<file path="src/rtl/mem_arb_pkg.sv">
// Shared encodings for the instruction/data memory port arbiter.
// Grant and response-state enums are used by the top and the winner picker.
package mem_arb_pkg;

    localparam int ARB_FIXED = 0;
    localparam int ARB_RR    = 1;

    typedef enum logic [1:0] {
        GNT_NONE = 2'd0,
        GNT_I    = 2'd1,
        GNT_D    = 2'd2
    } gnt_e;

    typedef enum logic [1:0] {
        IDLE   = 2'd0,
        RESP_I = 2'd1,
        RESP_D = 2'd2
    } resp_e;

endpackage

</file>
<file path="src/rtl/mem_arb_pick.sv">
// Combinational winner selection between the fetch and data requesters.
// Fixed mode favours data unless fetch has waited MAX_WAIT cycles; RR alternates.
module mem_arb_pick
    import mem_arb_pkg::*;
#(
    parameter int ARB_MODE = ARB_FIXED,
    parameter int MAX_WAIT = 4,
    parameter int CNT_W    = 3
) (
    input  logic             i_req,
    input  logic             d_req,
    input  logic [CNT_W-1:0] starve_cnt,
    input  gnt_e             last_grant,
    output gnt_e             winner
);

    always_comb begin
        winner = GNT_NONE;
        if (i_req && d_req) begin
            if (ARB_MODE == ARB_RR) begin
                winner = (last_grant == GNT_D) ? GNT_I : GNT_D;
            end else begin
                winner = (starve_cnt == CNT_W'(MAX_WAIT)) ? GNT_I : GNT_D;
            end
        end else if (i_req) begin
            winner = GNT_I;
        end else if (d_req) begin
            winner = GNT_D;
        end
    end

endmodule

</file>
<file path="src/rtl/mem_port_arbiter.sv">
// Shares one word-addressed memory between fetch (read-only) and load/store ports.
// Grants and memory strobes are combinational; read data returns one cycle later.
//
//   state  | meaning
//   IDLE   | no response pending
//   RESP_I | fetch response valid this cycle
//   RESP_D | data response valid this cycle
module mem_port_arbiter
    import mem_arb_pkg::*;
#(
    parameter int ADDR_W   = 32,
    parameter int MEM_SIZE = 256,
    parameter int ARB_MODE = ARB_FIXED,
    parameter int MAX_WAIT = 4
) (
    input  logic              clk,
    input  logic              rst_n,
    input  logic              i_req,
    input  logic [ADDR_W-1:0] i_addr,
    output logic              i_gnt,
    output logic              i_rvalid,
    output logic [ADDR_W-1:0] i_rdata,
    output logic              i_err,
    input  logic              d_req,
    input  logic [ADDR_W-1:0] d_addr,
    input  logic [ADDR_W-1:0] d_wdata,
    input  logic              d_we,
    output logic              d_gnt,
    output logic              d_rvalid,
    output logic [ADDR_W-1:0] d_rdata,
    output logic              d_err,
    output logic [ADDR_W-1:0] mem_addr,
    output logic [ADDR_W-1:0] mem_din,
    output logic              mem_we,
    output logic              mem_re,
    input  logic [ADDR_W-1:0] mem_dout
);

    localparam int CNT_W = (MAX_WAIT < 1) ? 1 : $clog2(MAX_WAIT + 1);

    gnt_e              pick_gnt;
    gnt_e              gnt;
    gnt_e              last_grant;
    resp_e             state;
    resp_e             state_next;
    logic [CNT_W-1:0]  starve_cnt;
    logic [ADDR_W-1:0] sel_addr;
    logic [ADDR_W-1:0] resp_data;
    logic              is_store;
    logic              in_range;

    mem_arb_pick #(
        .ARB_MODE (ARB_MODE),
        .MAX_WAIT (MAX_WAIT),
        .CNT_W    (CNT_W)
    ) u_pick (
        .i_req      (i_req),
        .d_req      (d_req),
        .starve_cnt (starve_cnt),
        .last_grant (last_grant),
        .winner     (pick_gnt)
    );

    // No grant while reset is held, so the memory strobes drop immediately.
    assign gnt   = rst_n ? pick_gnt : GNT_NONE;
    assign i_gnt = (gnt == GNT_I);
    assign d_gnt = (gnt == GNT_D);

    always_comb begin
        sel_addr = '0;
        is_store = 1'b0;
        case (gnt)
            GNT_I: sel_addr = i_addr;
            GNT_D: begin
                sel_addr = d_addr;
                is_store = d_we;
            end
            default: ;
        endcase
    end

    assign in_range  = ({1'b0, sel_addr} < (ADDR_W + 1)'(MEM_SIZE));
    assign mem_addr  = sel_addr;
    assign mem_din   = d_gnt ? d_wdata : '0;
    assign mem_we    = d_gnt && d_we && in_range;
    assign mem_re    = (gnt != GNT_NONE) && !is_store && in_range;
    assign resp_data = (in_range && !is_store) ? mem_dout : '0;

    always_comb begin
        state_next = IDLE;
        case (gnt)
            GNT_I:   state_next = RESP_I;
            GNT_D:   state_next = RESP_D;
            default: state_next = IDLE;
        endcase
    end

    always_ff @(posedge clk or negedge rst_n) begin
        if (!rst_n) begin
            state <= IDLE;
        end else begin
            state <= state_next;
        end
    end

    assign i_rvalid = (state == RESP_I);
    assign d_rvalid = (state == RESP_D);

    always_ff @(posedge clk or negedge rst_n) begin
        if (!rst_n) begin
            i_rdata <= '0;
            i_err   <= 1'b0;
            d_rdata <= '0;
            d_err   <= 1'b0;
        end else begin
            if (i_gnt) begin
                i_rdata <= resp_data;
                i_err   <= !in_range;
            end
            if (d_gnt) begin
                d_rdata <= resp_data;
                d_err   <= !in_range;
            end
        end
    end

    // Counts cycles a fetch has been refused; saturates so the guard stays armed.
    always_ff @(posedge clk or negedge rst_n) begin
        if (!rst_n) begin
            starve_cnt <= '0;
            last_grant <= GNT_D;
        end else begin
            if (!i_req || i_gnt) begin
                starve_cnt <= '0;
            end else if (starve_cnt != CNT_W'(MAX_WAIT)) begin
                starve_cnt <= starve_cnt + CNT_W'(1);
            end
            if (gnt != GNT_NONE) begin
                last_grant <= gnt;
            end
        end
    end

endmodule

</file>
<file path="config.mk">
export PLATFORM = sky130hd
export DESIGN_NAME = mem_port_arbiter
export DESIGN_NICKNAME = d
export VERILOG_FILES = /design/src/rtl/mem_arb_pkg.sv /design/src/rtl/mem_arb_pick.sv /design/src/rtl/mem_port_arbiter.sv
export SDC_FILE = /design/constraint.sdc
export NUM_CORES = 1
export LEC_CHECK = 0
export ABC_AREA = 1
export BUFFER_PORTS_ARGS = -buffer_cell sky130_fd_sc_hd__buf_4
export CAP_MARGIN = 0
export CELL_PAD_IN_SITES_DETAIL_PLACEMENT = 0
export CELL_PAD_IN_SITES_GLOBAL_PLACEMENT = 1
export CORE_AREA = 2 2 124 126
export CTS_BUF_LIST = sky130_fd_sc_hd__clkbuf_4 sky130_fd_sc_hd__clkbuf_8
export CTS_CLUSTER_DIAMETER = 200
export CTS_CLUSTER_SIZE = 28
export DETAILED_ROUTE_END_ITERATION = 6
export DIE_AREA = 0 0 126 128
export MAX_ROUTING_LAYER = met4
export PLACE_DENSITY_LB_ADDON = 0.1
export SLEW_MARGIN = 20
export SYNTH_ARGS = -nofsm -noshare
export SYNTH_HDL_FRONTEND = slang
export SYNTH_SLANG_ARGS = --single-unit
</file>
<file path="constraint.sdc">
create_clock -name clk -period 5.7 [get_ports clk]
set_clock_uncertainty 0.05 [all_clocks]
set_input_delay 0.57 -clock clk [delete_from_list [all_inputs] [get_ports clk]]
set_output_delay 0.57 -clock clk [all_outputs]
set_load 0.01 [all_outputs]
</file>
==> flow_summary.toml <==
[outcome]
status = "completed"

[synth]
synth_fa_ha_area_share_pct = 2.00
syn_area_um2 = 4370
synth-seq-cells = 71
synth_cells = 590
synthesis.nets = 730
seq_area_frac_synth_pct = 40.6
synth-compound-area-share_pct = 13.7
synth_xor_area_share_pct = 0.200
avgSynthCellArea_um2 = 7.41
ys_warn_count = 0
yosys.area_share.simple_pct = 28.2
yosysUniqueCellTypes = 26
muxShareOfSynthArea_pct = 0
synth_top_family_by_area = "simple AND/OR/NAND/NOR gates"

[finish]
num_antenna_cells = 0
final_cell_mix = "buf_4, nand2_1, inv_1"
drive_gt1_share_pct = 37.2
synthToLayoutAreaGrowth_pct = 51.8
layout_commonest_cell = "buf_4"
layout.nets = 978

[timing]
report.final.slew_viol_count = 0
rsz0062_at_grt = "false"
fmax_mhz = 212
tightest_slew_ps = 898
setup_viol = 0
period_share_pct = 82.6
relSlewSlack_pct = 39.9
finalCriticalPeriod_ps = 4710
setup_tns_ps = 0
hold_violations = 0

[power_and_ir_drop]
power.leakage_nw = 3.86
powerDensity_nw_per_um2 = 276
irDropWorstVdd_uv = 139
total_power_w = 0.00183

[routing]
dr.first_iter.drc_count = 226
drc_errors = 0
drt-pass1-iter-count = 5
wl_per_cell_um = 15.9
ant_nets = 0
postRouteWirelength_mm = 16.3
vias = 4615
avgViaCountPerCell = 4.49

[critical_path]
critPathKind = "primary input to primary output"
cp_cell_sequence = "dlygate4sd3_1, buf_4, and3_1, inv_1, ha_4, buf_4, nand2_1, nand2_1, nand2_1, nand2_1, nor2_1, nand2_2, nor2_8, nand2_1, nor3b_2, buf_4"
path_max_fanout = 67
arrival_ps = 4090
critPathLaunchType = "primary input"
critPathMaxStageDelay_ps = 570
worst_setup_path_end_kind = "primary output"
crit_top_cell = "nand2_1"
r2r_slack_ps = 2140
crit_slowest_cell = "dlygate4sd3_1"
required_ps = 5080

[die]
die_x_um = 126
die_y_um = 128
start_util_pct = 29.4
rows = 45
dieArea_um2 = 16100
core_um2 = 14900
io_pins = 269

[clock_tree]
postCtsSetupBuffers = 0
cts-htree-levels = 3
cts_sinks = 71
clkTransAtPathRegs_ps = 70
clock_latency_ps = 350
cts_tree = "yes"
cts_buffer_depth = 2
clockRootBuffer = "clkbuf_8"
cts_made_buffers = 9
cts_resized = 0

[run]
maxCapViolations = 0

[global_routing]
grt_antenna_before_repair = 0
grt_pass1_vias = 4492
gr-total-overflow = 0
grt_pass1_wl_mm = 24.6
grt_max_degree = 69
grt_usage_pct = 20.0

[place]
port_buffers = 268
gp_congestion = 0.836
place_hpwl_mm = 11.9

[min_path]
holdCritPathClass = "primary input to flop"
## where the power goes
part	internal, W	switching [W]
clock network	0.000204	0.000187
registers	0.000620	0.0000732
logic	0.000356	0.000394
## synthesized netlist by cell type
cell	n	area [um2]
ha_1	7	87.6
nor3b_2	1	12.5
nand2_2	1	6.26
clkbuf_1	17	63.8
o21bai_1	64	480
buf_2	4	20.0
o21ai_1	2	10.0
nor2_8	1	20.0
a21oi_1	16	80.1
nand4_2	18	225
dfrtp_1	71	1780
buf_4	3	22.5
nand3_1	2	10.0
a31oi_1	2	12.5
nor2_4	1	11.3
xnor2_1	1	8.76
clkinv_1	1	3.75
inv_2	1	3.75
and3_1	1	6.26
nand4_1	14	87.6
inv_1	120	450
o21ai_0	3	15.0
nand2_1	151	567
nor2_1	76	285
buf_1	4	15.0
buf_6	8	90.1
## layer usage
layer / global-route usage [%] / vias to the layer above / share of wire [%]
li1: - / 2282 / -
met1: 24.1 / 2125 / 41
met2: 34.8 / 197 / 51
met3: 3.55 / 11 / 6.7
met4: 5.17 / 0 / 1.2
met5: - / - / 0
## what timing repair did
action	4_1_cts	5_1_grt
endpoints found under the setup margin	0	0
endpoints found under the hold margin	3	0
hold buffers	1	0
## critical path, delay by kind of cell
| family | cells | cell delay, ps |
|---|---|---|
| AND/OR/NAND/NOR | 10 | 1700 |
| buffers and inverters | 5 | 1360 |
| adder cells (fa/ha/maj) | 1 | 380 |
## worst paths after layout
| kind | cells past startpoint | startpoint | end |
|---|---|---|---|
| worst min-delay path | 3 | mem_dout[23] | d_rdata[23] |
| worst min register to register | 2 | d_err | d_err |
| worst max-delay path | 16 | rst_n | mem_re |
| min in group asynchronous | 2 | rst_n | i_err |
| worst max register to register | 17 | starve_cnt[0] | i_rdata[31] |
| max in group asynchronous | 3 | rst_n | d_rdata[30] |
## layout make-up
cell class / count / area [um2]
fillers: 1531 / 8230
flip-flops and latches: 71 / 1780
well taps: 188 / 235
multi-input cells: 361 / 1940
inverters: 122 / 458
clock inverters: 2 / 35.0
clock buffers: 10 / 138
repair buffers: 273 / 2050
## registers in the layout (all words and copies together), names as in the netlist
| register | flops |
|---|---|
| d_err | 1 |
| d_rdata | 32 |
| i_err | 1 |
| i_rdata | 32 |
| starve_cnt | 3 |
| state | 2 |
## metrics by stage
stage | worst slack, ps | util (%) | hold slack, ps | area, um2 | cells
2_1_floorplan | 2610 | - | 224 | 4370 | 590
3_3_place_gp | 1690 | 43.4 | 332 | 6450 | 1014
3_5_place_dp | 1550 | 43.4 | 340 | 6450 | 1014
4_1_cts | 964 | 44.7 | 437 | 6640 | 1027
5_1_grt | 712 | 44.7 | 456 | 6640 | 1027
6_report | 993 | 44.7 | 460 | 6640 | 1027
## logic make-up (layout without fill, tap and decap cells)
| logic type | count (synthesis) | count (layout) |
|---|---|---|
| xor+xnor | 1 | 1 |
| compound gates | 87 | 87 |
| simple gates | 266 | 266 |
| flops | 71 | 71 |
| buf+inv | 158 | 407 |
| fa+ha+maj | 7 | 7 |
No activity file was read; power rests on OpenSTA's default activity.
